**src/rtl/usb_tx_pkt_sequencer_pkg.sv**
```systemverilog
// Shared types, PID codes and CRC16 helpers for the USB full-speed TX packet sequencer.
package usb_tx_pkg;

  typedef enum logic [2:0] {
    PKT_NONE  = 3'd0,
    PKT_DATA0 = 3'd1,
    PKT_DATA1 = 3'd2,
    PKT_ACK   = 3'd3,
    PKT_NAK   = 3'd4,
    PKT_STALL = 3'd5
  } pkt_code_e;

  typedef enum logic [2:0] {
    IDLE   = 3'd0,
    SYNC   = 3'd1,
    PID    = 3'd2,
    DATA   = 3'd3,
    CRC_LO = 3'd4,
    CRC_HI = 3'd5,
    ERROR  = 3'd6,
    EOP    = 3'd7
  } state_e;

  localparam logic [3:0]  PID_NONE   = 4'b0000;
  localparam logic [3:0]  PID_DATA0  = 4'b0011;
  localparam logic [3:0]  PID_DATA1  = 4'b1011;
  localparam logic [3:0]  PID_ACK    = 4'b0010;
  localparam logic [3:0]  PID_NAK    = 4'b1010;
  localparam logic [3:0]  PID_STALL  = 4'b1110;
  localparam logic [7:0]  SYNC_BYTE  = 8'h80;
  localparam logic [15:0] CRC16_POLY = 16'h8005;
  localparam logic [15:0] CRC16_INIT = 16'hFFFF;

  // PID_NONE marks an invalid request code.
  function automatic logic [3:0] pkt_pid(input logic [2:0] code);
    case (pkt_code_e'(code))
      PKT_DATA0: return PID_DATA0;
      PKT_DATA1: return PID_DATA1;
      PKT_ACK:   return PID_ACK;
      PKT_NAK:   return PID_NAK;
      PKT_STALL: return PID_STALL;
      default:   return PID_NONE;
    endcase
  endfunction

  function automatic logic is_data_pid(input logic [3:0] pid);
    return (pid[1:0] == 2'b11);
  endfunction

  function automatic logic [7:0] pid_byte(input logic [3:0] pid);
    return {~pid, pid};
  endfunction

  function automatic logic [15:0] reflect16(input logic [15:0] v);
    logic [15:0] r;
    for (int i = 0; i < 16; i++) r[i] = v[15-i];
    return r;
  endfunction

  // One byte through the LSB-first (reflected) CRC16 register.
  function automatic logic [15:0] crc16_byte(input logic [15:0] crc, input logic [7:0] data);
    logic [15:0] c;
    c = crc;
    for (int i = 0; i < 8; i++) begin
      if (c[0] ^ data[i]) c = (c >> 1) ^ reflect16(CRC16_POLY);
      else                c = c >> 1;
    end
    return c;
  endfunction

endpackage

```
**src/rtl/usb_tx_pkt_sequencer_if.sv**
```systemverilog
// Request, FIFO and serializer signals between the TX sequencer (master) and its surroundings (slave).
interface usb_tx_pkt_sequencer_if #(
  parameter int unsigned OCC_W = 7
);
  logic             tx_start;
  logic [2:0]       tx_packet;
  logic             tx_abort;
  logic [OCC_W-1:0] buffer_occupancy;
  logic [7:0]       tx_packet_data;
  logic             get_tx_packet_data;
  logic [7:0]       ser_byte;
  logic             ser_load;
  logic             ser_ready;
  logic             send_eop;
  logic             eop_done;
  logic             tx_transfer_active;
  logic             tx_error;

  modport master (
    input  tx_start, tx_packet, tx_abort, buffer_occupancy, tx_packet_data, ser_ready, eop_done,
    output get_tx_packet_data, ser_byte, ser_load, send_eop, tx_transfer_active, tx_error
  );

  modport slave (
    output tx_start, tx_packet, tx_abort, buffer_occupancy, tx_packet_data, ser_ready, eop_done,
    input  get_tx_packet_data, ser_byte, ser_load, send_eop, tx_transfer_active, tx_error
  );
endinterface

```
**src/rtl/usb_tx_pkt_sequencer_crc16.sv**
```systemverilog
// USB CRC16 accumulator: one payload byte folded in per enable, clear reloads the init value.
module usb_crc16
  import usb_tx_pkg::*;
(
  input  logic        clk,
  input  logic        n_rst,
  input  logic        clear,
  input  logic        enable,
  input  logic [7:0]  data_in,
  output logic [15:0] crc_out
);
  logic [15:0] crc_q, crc_d;

  always_comb begin
    crc_d = crc_q;
    if (clear)       crc_d = CRC16_INIT;
    else if (enable) crc_d = crc16_byte(crc_q, data_in);
  end

  always_ff @(posedge clk or negedge n_rst) begin
    if (!n_rst) crc_q <= CRC16_INIT;
    else        crc_q <= crc_d;
  end

  assign crc_out = crc_q;
endmodule

```
**src/rtl/usb_tx_pkt_sequencer.sv**
```systemverilog
// USB full-speed TX packet sequencer: emits SYNC, PID, FIFO payload and CRC16 bytes to the
// serializer, then requests EOP. Byte-level outputs are decoded from the state register.
module usb_tx_pkt_sequencer
  import usb_tx_pkg::*;
#(
  parameter int unsigned MAX_PACKET_BYTES = 64,
  parameter int unsigned OCC_W            = 7,
  parameter int unsigned CRC_EN           = 1
) (
  input logic                    clk,
  input logic                    n_rst,
  usb_tx_pkt_sequencer_if.master bus
);
  localparam int unsigned CNT_W = $clog2(MAX_PACKET_BYTES + 1);

  state_e           state_q, state_d;
  logic [3:0]       pid_q, pid_d;
  logic [CNT_W-1:0] cnt_q, cnt_d;
  logic             err_q, err_d;

  logic [7:0]  ser_byte_c;
  logic        ser_load_c;
  logic        get_c;
  logic        send_eop_c;
  logic        xfer_c;
  logic        crc_clear_c;
  logic        crc_en_c;
  logic [15:0] crc;

  usb_crc16 u_crc (
    .clk     (clk),
    .n_rst   (n_rst),
    .clear   (crc_clear_c),
    .enable  (crc_en_c),
    .data_in (bus.tx_packet_data),
    .crc_out (crc)
  );

  // Next state, byte offer and pop; a byte moves only when ser_load meets ser_ready.
  always_comb begin
    state_d     = state_q;
    pid_d       = pid_q;
    cnt_d       = cnt_q;
    err_d       = 1'b0;
    ser_byte_c  = 8'h00;
    ser_load_c  = 1'b0;
    get_c       = 1'b0;
    send_eop_c  = 1'b0;
    crc_clear_c = 1'b0;
    crc_en_c    = 1'b0;
    xfer_c      = 1'b0;

    case (state_q)
      IDLE: begin
        if (bus.tx_start) begin
          if (pkt_pid(bus.tx_packet) != PID_NONE) begin
            pid_d   = pkt_pid(bus.tx_packet);
            state_d = SYNC;
          end else begin
            err_d = 1'b1;
          end
        end
      end
      SYNC: begin
        ser_byte_c = SYNC_BYTE;
        ser_load_c = 1'b1;
        xfer_c     = bus.ser_ready;
        if (xfer_c) state_d = PID;
      end
      PID: begin
        ser_byte_c = pid_byte(pid_q);
        ser_load_c = 1'b1;
        xfer_c     = bus.ser_ready;
        if (xfer_c) begin
          if (is_data_pid(pid_q)) begin
            crc_clear_c = 1'b1;
            cnt_d       = '0;
            state_d     = DATA;
          end else begin
            state_d = EOP;
          end
        end
      end
      DATA: begin
        if (bus.buffer_occupancy == OCC_W'(0)) begin
          state_d = (CRC_EN != 0) ? CRC_LO : EOP;
        end else if (cnt_q == CNT_W'(MAX_PACKET_BYTES)) begin
          state_d = ERROR;
        end else begin
          ser_byte_c = bus.tx_packet_data;
          ser_load_c = 1'b1;
          xfer_c     = bus.ser_ready;
          if (xfer_c) begin
            get_c    = 1'b1;
            crc_en_c = 1'b1;
            cnt_d    = cnt_q + CNT_W'(1);
          end
        end
      end
      CRC_LO: begin
        ser_byte_c = ~crc[7:0];
        ser_load_c = 1'b1;
        xfer_c     = bus.ser_ready;
        if (xfer_c) state_d = CRC_HI;
      end
      CRC_HI: begin
        ser_byte_c = ~crc[15:8];
        ser_load_c = 1'b1;
        xfer_c     = bus.ser_ready;
        if (xfer_c) state_d = EOP;
      end
      ERROR: state_d = EOP;
      EOP: begin
        send_eop_c = 1'b1;
        if (bus.eop_done) state_d = IDLE;
      end
      default: state_d = IDLE;
    endcase

    // Abort wins after any same-cycle transfer has been taken above.
    if (bus.tx_abort && (state_q != IDLE) && (state_q != EOP) && (state_q != ERROR)) begin
      state_d = ERROR;
    end

    if (state_d == ERROR) err_d = 1'b1;
  end

  always_ff @(posedge clk or negedge n_rst) begin
    if (!n_rst) begin
      state_q <= IDLE;
      pid_q   <= PID_NONE;
      cnt_q   <= '0;
      err_q   <= 1'b0;
    end else begin
      state_q <= state_d;
      pid_q   <= pid_d;
      cnt_q   <= cnt_d;
      err_q   <= err_d;
    end
  end

  assign bus.ser_byte           = ser_byte_c;
  assign bus.ser_load           = ser_load_c;
  assign bus.get_tx_packet_data = get_c;
  assign bus.send_eop           = send_eop_c;
  assign bus.tx_transfer_active = (state_q != IDLE);
  assign bus.tx_error           = err_q;

endmodule

```
**src/flat_wrapper.sv**
```systemverilog
// flat-port wrapper written by rule: the top's interface ports become plain ports
module usb_tx_pkt_sequencer_flat import usb_tx_pkg::*;
#(
  parameter int unsigned MAX_PACKET_BYTES = 64,
  parameter int unsigned OCC_W            = 7,
  parameter int unsigned CRC_EN           = 1
)
  (clk, n_rst, bus_tx_start, bus_tx_packet, bus_tx_abort, bus_buffer_occupancy, bus_tx_packet_data, bus_ser_ready, bus_eop_done, bus_get_tx_packet_data, bus_ser_byte, bus_ser_load, bus_send_eop, bus_tx_transfer_active, bus_tx_error);
  usb_tx_pkt_sequencer_if #(.OCC_W(OCC_W)) bus_i ();
  input logic clk;
  input logic n_rst;
  input wire logic [$bits(bus_i.tx_start)-1:0] bus_tx_start;
  input wire logic [$bits(bus_i.tx_packet)-1:0] bus_tx_packet;
  input wire logic [$bits(bus_i.tx_abort)-1:0] bus_tx_abort;
  input wire logic [$bits(bus_i.buffer_occupancy)-1:0] bus_buffer_occupancy;
  input wire logic [$bits(bus_i.tx_packet_data)-1:0] bus_tx_packet_data;
  input wire logic [$bits(bus_i.ser_ready)-1:0] bus_ser_ready;
  input wire logic [$bits(bus_i.eop_done)-1:0] bus_eop_done;
  output wire logic [$bits(bus_i.get_tx_packet_data)-1:0] bus_get_tx_packet_data;
  output wire logic [$bits(bus_i.ser_byte)-1:0] bus_ser_byte;
  output wire logic [$bits(bus_i.ser_load)-1:0] bus_ser_load;
  output wire logic [$bits(bus_i.send_eop)-1:0] bus_send_eop;
  output wire logic [$bits(bus_i.tx_transfer_active)-1:0] bus_tx_transfer_active;
  output wire logic [$bits(bus_i.tx_error)-1:0] bus_tx_error;
  assign bus_i.tx_start = bus_tx_start;
  assign bus_i.tx_packet = bus_tx_packet;
  assign bus_i.tx_abort = bus_tx_abort;
  assign bus_i.buffer_occupancy = bus_buffer_occupancy;
  assign bus_i.tx_packet_data = bus_tx_packet_data;
  assign bus_i.ser_ready = bus_ser_ready;
  assign bus_i.eop_done = bus_eop_done;
  assign bus_get_tx_packet_data = bus_i.get_tx_packet_data;
  assign bus_ser_byte = bus_i.ser_byte;
  assign bus_ser_load = bus_i.ser_load;
  assign bus_send_eop = bus_i.send_eop;
  assign bus_tx_transfer_active = bus_i.tx_transfer_active;
  assign bus_tx_error = bus_i.tx_error;
  usb_tx_pkt_sequencer #(.MAX_PACKET_BYTES(MAX_PACKET_BYTES), .OCC_W(OCC_W), .CRC_EN(CRC_EN)) u_core (.clk(clk), .n_rst(n_rst), .bus(bus_i));
endmodule
```
**config.mk**
```make
export PLATFORM = sky130hd
export DESIGN_NAME = usb_tx_pkt_sequencer_flat
export DESIGN_NICKNAME = d
export VERILOG_FILES = /design/src/rtl/usb_tx_pkt_sequencer_pkg.sv /design/src/rtl/usb_tx_pkt_sequencer_if.sv /design/src/rtl/usb_tx_pkt_sequencer_crc16.sv /design/src/rtl/usb_tx_pkt_sequencer.sv /design/src/flat_wrapper.sv
export SDC_FILE = /design/constraint.sdc
export NUM_CORES = 1
export LEC_CHECK = 0
export BUFFER_PORTS_ARGS = -buffer_cell sky130_fd_sc_hd__buf_4
export CORE_AREA = 2 2 52 90
export DETAILED_ROUTE_END_ITERATION = 16
export DIE_AREA = 0 0 54 92
export PLACE_DENSITY = 0.76
export SETUP_SLACK_MARGIN = 0.02
export SYNTH_ARGS = -nofsm -noshare
export SYNTH_HDL_FRONTEND = slang
export SYNTH_SLANG_ARGS = --single-unit
```
**constraint.sdc**
```tcl
create_clock -name clk -period 2.4 [get_ports clk]
set_clock_uncertainty 0.05 [all_clocks]
set_input_delay 0.24 -clock clk [delete_from_list [all_inputs] [get_ports clk]]
set_output_delay 0.24 -clock clk [all_outputs]
set_load 0.01 [all_outputs]
```
# Word level (Yosys, flattened, before mapping)
# Cells that the tools add are included.
dict set report word_totals {
  input_bits 24
  out_inout_bits 13
  reg_bits 31
  word_cells 122
}
dict set report classes {
  add_sub_neg 1
  eq_ne 22
  n_mux 63
  n_reduce_logical 12
  bitwise 19
}
# cell count
set op_table {}
lappend op_table {{two-way mux 16 bit} 24}
lappend op_table {{case mux 8 bit (5 select lines)} 1}
lappend op_table {{two-way mux 7 bit} 5}
lappend op_table {{two-way mux 3 bit} 11}
lappend op_table {{inverter 2 -> 3 bit} 8}
lappend op_table {{case mux 3 bit (8 select lines)} 1}
lappend op_table {{== test 3 bit, second input constant} 7}
lappend op_table {{case mux 4 bit (5 select lines)} 1}
lappend op_table {{two-way mux 8 bit} 2}
lappend op_table {{inverter 8 bit} 2}
lappend op_table {{two-way mux 1 bit} 14}
lappend op_table {{case mux 7 bit (2 select lines)} 1}
lappend op_table {{== test 3 x 2 -> 1 bit, second input constant} 4}
lappend op_table {{two-way mux 4 bit} 2}
lappend op_table {{inequality test 2 bit, second input constant} 4}
lappend op_table {{bitwise XOR 1 bit} 8}
lappend op_table {{adder 7 x 1 -> 7 bit, second input constant} 1}
lappend op_table {{== test 7 bit, second input constant} 1}
lappend op_table {{zero test 7 bit} 1}
lappend op_table {{== test 3 x 1 -> 1 bit, second input constant} 2}
lappend op_table {{inequality test 3 bit, second input constant} 2}
lappend op_table {{AND reduction 6 bit} 1}
lappend op_table {{inverter 4 bit} 1}
lappend op_table {{nonzero test 2 bit} 2}
lappend op_table {{9 further kinds} 11}

# Logic depth before layout (Yosys ltp)
# Gate-level depths: netlist of run 1.
dict set report depth {
  ltp_word 34
  ltp_mapped 8
}

# Cells and area by module
# A second synthesis of run 1 with hierarchy kept.
dict set report hier_totals {
  hier_cells 236
  hier_area_um2 2331.0
}
# module area_per_inst_um2 seq_area_each_um2 instances cells_per_inst
set by_module_without_submodules {}
lappend by_module_without_submodules {usb_tx_pkt_sequencer 1206.2 375.4 1 145}
lappend by_module_without_submodules {usb_crc16 1124.8 420.4 1 91}

# Least setup slack after synthesis of run 1
# Ideal clock, no wire load.
dict set report synth_timing {
  path_kind {reg2reg}
  from {register u_core.cnt_q[0]}
  to {register u_core.err_q, in the netlist u_core.bus.tx_error}
  n_path_buf 1
  setup_slack_ns 0.540
  t_arrival_ns 1.743
  required_ns 2.283
  setup_ns 0.067
  path_stages_with_launch 9
  synth_period_minus_slack_ns 1.860
  cell_sequence {dfrtp_1 > inv_1 > ha_1 > and4bb_1 > a22oi_4 > and2_4 > buf_6 > o41ai_4 > a32o_1}
}
dict set report synth_via {
  elab_chain_cells 7
}
# element line_no
set synth_rtl {}
lappend synth_rtl {{start: declaration} usb_tx_pkt_sequencer.sv:18} ;# logic [CNT_W-1:0] cnt_q, cnt_d;
lappend synth_rtl {{start signal: assignment} usb_tx_pkt_sequencer.sv:137} ;# cnt_q <= cnt_d;
lappend synth_rtl {{== test 7 bit} usb_tx_pkt_sequencer.sv:87} ;# end else if (cnt_q == CNT_W'(MAX_PACKET_BYTES)) begin
lappend synth_rtl {{two-way mux 3 bit} usb_tx_pkt_sequencer.sv:87}
lappend synth_rtl {{two-way mux 3 bit} usb_tx_pkt_sequencer.sv:85} ;# if (bus.buffer_occupancy == OCC_W'(0)) begin
lappend synth_rtl {{case mux 3 bit (8 select lines)} usb_tx_pkt_sequencer.sv:53} ;# case (state_q)
lappend synth_rtl {{two-way mux 3 bit} usb_tx_pkt_sequencer.sv:121} ;# if (bus.tx_abort && (state_q != IDLE) && (state_q != EOP) && (state_q != ERROR)) begin
lappend synth_rtl {{== test 3 bit} usb_tx_pkt_sequencer.sv:125} ;# if (state_d == ERROR) err_d = 1'b1;
lappend synth_rtl {{two-way mux 1 bit} usb_tx_pkt_sequencer.sv:125}
lappend synth_rtl {{via u_core.err_d} usb_tx_pkt_sequencer.sv:19} ;# logic err_q, err_d;
lappend synth_rtl {{end signal: assignment} usb_tx_pkt_sequencer.sv:138} ;# err_q <= err_d;
lappend synth_rtl {{end: declaration} usb_tx_pkt_sequencer.sv:19}
# The timed path passes the listed nets, and every way through them passes these cells.
# A chain may end at the register's enable or synchronous reset.

# Final worst setup path of run 1
dict set report layout_timing {
  from {register u_core.cnt_q[1]}
  to {output port bus_ser_byte[7]}
}
dict set report layout_via {
  elab_chain_cells 4
}
# element line_no
set layout_rtl {}
lappend layout_rtl {{== test 7 bit} usb_tx_pkt_sequencer.sv:87}
lappend layout_rtl {{two-way mux 8 bit} usb_tx_pkt_sequencer.sv:87}
lappend layout_rtl {{two-way mux 8 bit} usb_tx_pkt_sequencer.sv:85}
lappend layout_rtl {{case mux 8 bit (5 select lines)} usb_tx_pkt_sequencer.sv:53}
lappend layout_rtl {{end: declaration} flat_wrapper.sv:20} ;# output wire logic [$bits(bus_i.ser_byte)-1:0] bus_ser_byte;
# No other way between the ends.

==> metrics, run 1 <==
run status finished, final reports clean; Horiz. Die Dim between 50 and 60 um; Syn Std Cell Area roughly 2000 um^2; routed vias 1840; critical path required time between 2000 and 2500 ps; DR pass1 iterations 4; initial antenna violation count 0; fraction of layout instances using a drive strength above 1 approximately 27%; DRC errors left 0; total non-filler cell area in the finished layout 2490 um^2; Synth Net Count roughly 260; Setup-failing EPs final 0; post-synthesis register bit count 31; most frequent cells after synthesis sky130_fd_sc_hd__nor2_1, sky130_fd_sc_hd__a21oi_1, sky130_fd_sc_hd__dfstp_2, sky130_fd_sc_hd__nand2_1, sky130_fd_sc_hd__xnor2_1; first-iteration detailed-routing DRC count 36; count of cells along the worst hold path 2; global route overflow 0; endpoint class of the critical path primary output; Total Routing Usage GR between 20% and 30%; Clk pwr share 13.4%; number of standard-cell rows in the floorplan 32; Psw 0.001337 W; CTS root buf sky130_fd_sc_hd__clkbuf_8; CP startpoint kind register; maximum number of pins on one net before global-route repair 32; CTS buffer count 5; drt wl/cell 14.76 um; CP max-delay cell sky130_fd_sc_hd__dfrtp_1; antenna diode count 0; share of async-settable or async-resettable flops after synthesis 100.0%; worst-case vdd ir drop approximately 0.90 mV; top-level I/O count 37; wire length of the first global-routing pass just under 8000 um; Fin Setup TNS 0 ps; sequential share of power 31.6%; cell count after synthesis 236; number of hold-slack violations in the final timing report 0; Max Cap Viol 0; die outline area 4968 um^2; Avg Vias per Cell 5.610; floorplan die height 92 um; Synth Flop Type sky130_fd_sc_hd__dfstp_2; DP HPWL between 3000 and 4000 um; total power divided by cell area 1373 nW/um^2; peak fanout along the critical path 6; most frequently used cell type in the post-synthesis netlist sky130_fd_sc_hd__nor2_1; slew at the pin with the worst max-slew slack 484.5 ps; routed wire length 4840 um; number of global-route vias before repair roughly 1800; starting density of the core 47.05%; count of H-tree levels built during CTS 2; cell type contributing the most total cell area after synthesis sky130_fd_sc_hd__dfstp_2; CTS Buffer Depth 2; Post-synth EDFFs 0; internal power contribution 0.002083 W; Antenna Violating Nets Remaining 0; cell types occupying the most area after synthesis sky130_fd_sc_hd__dfstp_2, sky130_fd_sc_hd__dfrtp_1, sky130_fd_sc_hd__nor2_1, sky130_fd_sc_hd__a21oi_1, sky130_fd_sc_hd__xnor2_1; switching portion of total power 39.09%; Tmin final about 2200 ps; insertion delay of the later-clocked pin in the worst-skew pair around 290 ps; total number of yosys warnings 0; flop2flop setup slack between 300 and 400 ps; proportion of synthesized chip area in sequential cells between 30% and 40%; static power due to leakage 1.103 nW; headroom to the max-slew limit 67.58%; fraction of post-synthesis cell area in the top cell type by area ~21%; combinational share of power 55.0%; Clock transition at path regs 60 ps; Data arrival, critical path slightly below 2000 ps; Core Region 4324 um^2; IO Port Bufs 36; synth unique cells 46; part of the cycle the worst path needs between 90 and 100%; delay of the slowest cell on the worst path 410 ps; final-report max-slew violation count 0; DP Area 2349 um^2; fill cell instance count of the final layout 390; Highest Clock Rate 451.3 MHz; synthesized area per cell approximately 8.6 um^2; nets 302; critical setup path kind reg -> out; TritonCTS clock tree yes; gp weighted congestion ~0.9; worst-case reg-to-reg path depth 8; Post-Route Hold Slack 160.4 ps; Critical Path, Cell by Cell inv_1 -> ha_1 -> and4bb_1 -> a22oi_4 -> and2_4 -> a211o_1 -> buf_4; hold crit path type in -> reg; number of sinks handled by clock tree synthesis 31; RSZ-0062 raised after global routing no; synthesis-to-finish area growth 22.39%
==> through the flow <==
step,instances,setup slack (ps),utilization [%],total power (W)
3_3_place_gp,315,448.3,54.31,0.002900
5_1_grt,328,44.96,57.58,0.003714
3_5_place_dp,315,405.7,54.31,0.002934
6_report,328,184.0,57.58,0.003420
2_1_floorplan,236,540.0,-,0.002425
4_1_cts,324,82.53,56.86,0.003402
==> logic make-up after synthesis <==
kind of cell | count (synthesis) | share of synthesized area, %
AO/OA/AOI/OAI | 67 | 21.96
flip-flops | 31 | 39.11
buffers and inverters | 22 | 4.489
adder cells (fa/ha/maj) | 2 | 1.230
XOR/XNOR | 24 | 11.75
AND/OR/NAND/NOR | 90 | 21.46
==> layout make-up <==
cell class                      count  area (um^2)  share of cell area [%]
Clock buffer                        8        100.1                   4.020
Inverter                            9        33.78                   1.357
Multi-Input combinational cell    184         1156                   46.43
Sequential cell                    31        795.8                   31.96
Tap cell                           51        63.81                   2.563
Timing Repair Buffer               45        340.3                   13.67
==> cell usage in the layout, fill, tap and decap left out, types with 2 or more instances in the layout <==
cell type,Yosys,routed
sky130_fd_sc_hd__nor3_1,6,6
sky130_fd_sc_hd__a21o_1,2,2
sky130_fd_sc_hd__o31ai_1,2,2
sky130_fd_sc_hd__and2_4,1,2
sky130_fd_sc_hd__nand2_1,16,16
sky130_fd_sc_hd__clkbuf_8,0,7
sky130_fd_sc_hd__xor2_1,6,6
sky130_fd_sc_hd__dfstp_2,16,16
sky130_fd_sc_hd__nand4_1,4,4
sky130_fd_sc_hd__and3_1,3,3
sky130_fd_sc_hd__a21oi_1,28,28
sky130_fd_sc_hd__xnor2_1,16,16
sky130_fd_sc_hd__nand3_1,2,2
sky130_fd_sc_hd__ha_1,2,2
sky130_fd_sc_hd__a211o_1,2,2
sky130_fd_sc_hd__o221ai_1,7,7
sky130_fd_sc_hd__inv_1,9,9
sky130_fd_sc_hd__or3_1,3,3
sky130_fd_sc_hd__dfrtp_1,15,15
sky130_fd_sc_hd__nor2_1,45,45
sky130_fd_sc_hd__o21ai_0,13,13
sky130_fd_sc_hd__buf_4,0,44
sky130_fd_sc_hd__o21ai_1,2,2
sky130_fd_sc_hd__o22a_1,3,3
==> critical path: cells and delay by family, from the launching register on <==
family	cells	cell delay [ps]
buffers and inverters	2	240
AOI/OAI and AO/OA	2	420
DFF	1	410
adders and majority gates	1	130
and+or+nand+nor	2	450
==> path summary, 6_finish.rpt <==
check | start | to
setup / recovery | u_core.cnt_q[1]$_DFFE_PN0P_ | bus_ser_byte[7]
hold / removal | bus_tx_packet[1] | u_core.pid_q[2]$_DFFE_PN0P_
setup reg to reg | u_core.cnt_q[1]$_DFFE_PN0P_ | u_core.bus.tx_error$_DFF_PN0_
hold reg to reg | u_core.u_crc.crc_out[12]$_DFFE_PN1P_ | u_core.u_crc.crc_out[4]$_DFFE_PN1P_
max in group asynchronous | n_rst | u_core.u_crc.crc_out[15]$_DFFE_PN1P_
min in group asynchronous | n_rst | u_core.cnt_q[4]$_DFFE_PN0P_
==> flip-flops by register name, summed over array words and instances (netlist names) <==
signal,count
u_core.bus.tx_error,1
u_core.cnt_q,7
u_core.pid_q,4
u_core.state_q,3
u_core.u_crc.crc_out,16
==> metal layers <==
metal / up-vias / wire length [um] / track usage, %
li1: 906 / - / -
met1: 868 / 1955 / 25.24
met2: 52 / 2540 / 35.67
met3: 14 / 197 / 3.420
met4: 0 / 147 / 9.375
met5: - / 0 / 0
==> timing repair <==
action / CTS / global route
endpoints found under the setup margin: 0 / 9
setup buffers: 0 / 3
hold endpoints to repair: 15 / 0
gates resized for setup: 0 / 1
hold buffers: 1 / 0
==> power groups by stage <==
stage	Combinational [W]	Clock, W	Sequential (W)
2_1_floorplan	0.00143	0	0.000996
3_3_place_gp	0.00182	0	0.00108
3_5_place_dp	0.00184	0	0.00109
4_1_cts	0.00185	0.000464	0.00108
5_1_grt	0.00210	0.000495	0.00112
6_report	0.00188	0.000458	0.00108
Note: power is estimated with default switching activity, not from simulation.
==> run 2: changes to the inputs <==
BUFFER_PORTS_ARGS = -buffer_cell sky130_fd_sc_hd__buf_2   (was -buffer_cell sky130_fd_sc_hd__buf_4)
==> run 2 against run 1 <==
Fmax shrank 1.9%. Global-route usage shrank 0.28 points. First-iteration DRC count grew 17%. Critical path type unchanged.
==> metrics, run 2 (synthesized netlist as in run 1, its figures left out) <==
worst-case reg-to-reg path depth 8; CTS Buffer Depth 2; critical setup path kind reg -> out; slew at the pin with the worst max-slew slack 682.1 ps; Horiz. Die Dim roughly 54 um; sum of routed wire segments on met1 roughly 2000 um; insertion delay of the later-clocked pin in the worst-skew pair 280 ps; delay of the slowest cell on the worst path between 500 and 600 ps; Core Region 4324 um^2; IO Port Bufs 36; floorplan die height about 92 um; nets ~300; WP buf/inv 1; synthesis-to-finish area growth 17.96%; category of cells accounting for the largest share of critical-path delay simple AND/OR/NAND/NOR gates; overall power about 0.0033 W; fraction of layout instances using a drive strength above 1 27.44%; number of hold-slack violations in the final timing report 0; die outline area 4968 um^2; count of H-tree levels built during CTS 2; final core occ 55.50%; number of global-route vias before repair 1752; Highest Clock Rate 442.9 MHz; part of the cycle the worst path needs 94.08%; flop2flop setup slack about 330 ps; Critical Path, Cell by Cell nor2_1 -> and2_4 -> nand2_1 -> o221ai_1 -> buf_2; Tmin final 2258 ps; number of standard-cell rows in the floorplan 32; final-report max-slew violation count 0; total power divided by cell area 1381 nW/um^2; Clock transition at path regs 60 ps; most frequent cells in the layout sky130_fd_sc_hd__nor2_1, sky130_fd_sc_hd__buf_2, sky130_fd_sc_hd__a21oi_1; peak fanout along the critical path 19; maximum number of pins on one net before global-route repair 32; Total Routing Usage GR 20.86%; Antenna Violating Nets Remaining 0; global route overflow 0; number of placed instances with taps included 314; amount of wire on met2 after detailed routing 2499 um; DRC errors left 0; hold crit path type in -> reg; static power due to leakage 1.075 nW; Avg Vias per Cell 5.628; flip-flop count of the largest register after layout 16; number of sinks handled by clock tree synthesis 31; wire length of the first global-routing pass 7748 um; critical path required time ~2100 ps; DR pass1 iterations 5; end of the worst hold path u_core.pid_q[2]$_DFFE_PN0P_; length of routed met3 wiring 180 um; most frequent standard cell in the layout excluding fill and tap cells sky130_fd_sc_hd__nor2_1; worst-case vdd ir drop between 0.7 and 0.8 mV; antenna diode count 0; drt wl/cell about 15 um; first-iteration detailed-routing DRC count 42; starting density of the core approximately 47%; TritonCTS clock tree yes; fill cell instance count of the final layout 404; endpoint class of the critical path primary output; routed vias 1846; Data arrival, critical path just under 2000 ps; least setup slack across all paths after layout 142.1 ps; run status finished, final reports clean; CP startpoint kind register; origin of the critical flop-to-flop path u_core.cnt_q[0]$_DFFE_PN0P_; count of cells along the worst hold path 2; DP HPWL 3415 um; Hold Crit Start bus_tx_packet[1]; fin cells 328; CP max-delay cell sky130_fd_sc_hd__dfrtp_1; headroom to the max-slew limit between 50% and 60%; Fin Setup TNS 0 ps; Max Cap Viol 0; routed wire length 4808 um; highest layer used for signal routing met4; gp weighted congestion 0.8615; terminus of the critical flop-to-flop path u_core.cnt_q[6]$_DFFE_PN0P_; top-level I/O count 37; CTS buffer count 5; Worst Setup Slack post-DPL 419.6 ps; initial antenna violation count 0; Setup-failing EPs final 0; CTS root buf sky130_fd_sc_hd__clkbuf_8
-- run 2: cell types whose count changed in the layout (fill, tap and decap cells not counted) --
cell                    previous run  this run
sky130_fd_sc_hd__inv_2             0         1
sky130_fd_sc_hd__buf_4            44         8
sky130_fd_sc_hd__buf_2             0        36
sky130_fd_sc_hd__inv_1             9         8
-- run 2: per-stage QoR --
step | hold slack (ps) | cell area, um^2
3_5_place_dp | 266.9 | 2251
6_report | 196.3 | 2400
4_1_cts | 194.6 | 2361
3_3_place_gp | 272.6 | 2251
5_1_grt | 197.9 | 2400
2_1_floorplan | -105.6 | 2034
-- run 2: timing repair --
item                                   in CTS  in global routing
setup endpoints to repair                   0                  9
hold buffers                                1                  0
resized for setup                           0                  2
setup buffers                               0                  4
endpoints found under the hold margin      15                  0
-- run 2: layer usage --
metal | up-vias | track usage [%]
met5 | - | 0
met4 | 0 | 10.00
met3 | 14 | 3.094
met2 | 45 | 34.76
met1 | 878 | 25.13
li1 | 909 | -
-- run 2: power by group --
part | leakage, nW | switching (W) | internal [W] | total, W
Combinational | 0.669 | 0.000874 | 0.000886 | 0.00176
Clock | 0.0515 | 0.000190 | 0.000261 | 0.000452
Sequential | 0.354 | 0.000260 | 0.000842 | 0.00110
Total | 1.07 | 0.00132 | 0.00199 | 0.00331
-- run 2: cell type report --
| cell class | instances | area (um^2) | share of cell area (%) |
|---|---|---|---|
| multi-input combinational | 184 | 1156 | 48.18 |
| timing repair buffer | 45 | 250.2 | 10.43 |
| sequential | 31 | 795.8 | 33.16 |
| clock buffer | 8 | 100.1 | 4.171 |
| tap | 51 | 63.81 | 2.659 |
| inverter | 9 | 33.78 | 1.408 |
-- run 2: worst reg2reg max path, stage by stage, from the launching register on --
cell	delay, ps
sky130_fd_sc_hd__dfrtp_1	400
sky130_fd_sc_hd__inv_1	70
sky130_fd_sc_hd__ha_1	190
sky130_fd_sc_hd__and4bb_1	210
sky130_fd_sc_hd__a22oi_4	250
sky130_fd_sc_hd__buf_4	160
sky130_fd_sc_hd__nand4_1	150
sky130_fd_sc_hd__or3_1	390
sky130_fd_sc_hd__a21oi_1	130
-- run 2: how the worst max path moves through the flow --
stage	startpoint	to	slack, ps	cells after the start
floorplan	u_core.cnt_q[0]$_DFFE_PN0P_	u_core.bus.tx_error$_DFF_PN0_	540	8
global placement	u_core.cnt_q[0]$_DFFE_PN0P_	bus_ser_byte[6]	450	8
CTS	u_core.cnt_q[0]$_DFFE_PN0P_	bus_ser_byte[5]	90	8
detailed placement	u_core.cnt_q[0]$_DFFE_PN0P_	bus_ser_byte[5]	420	8
global route	u_core.state_q[2]$_DFF_PN0_	bus_ser_byte[5]	-1	5
finish	u_core.state_q[2]$_DFF_PN0_	bus_ser_byte[5]	140	5
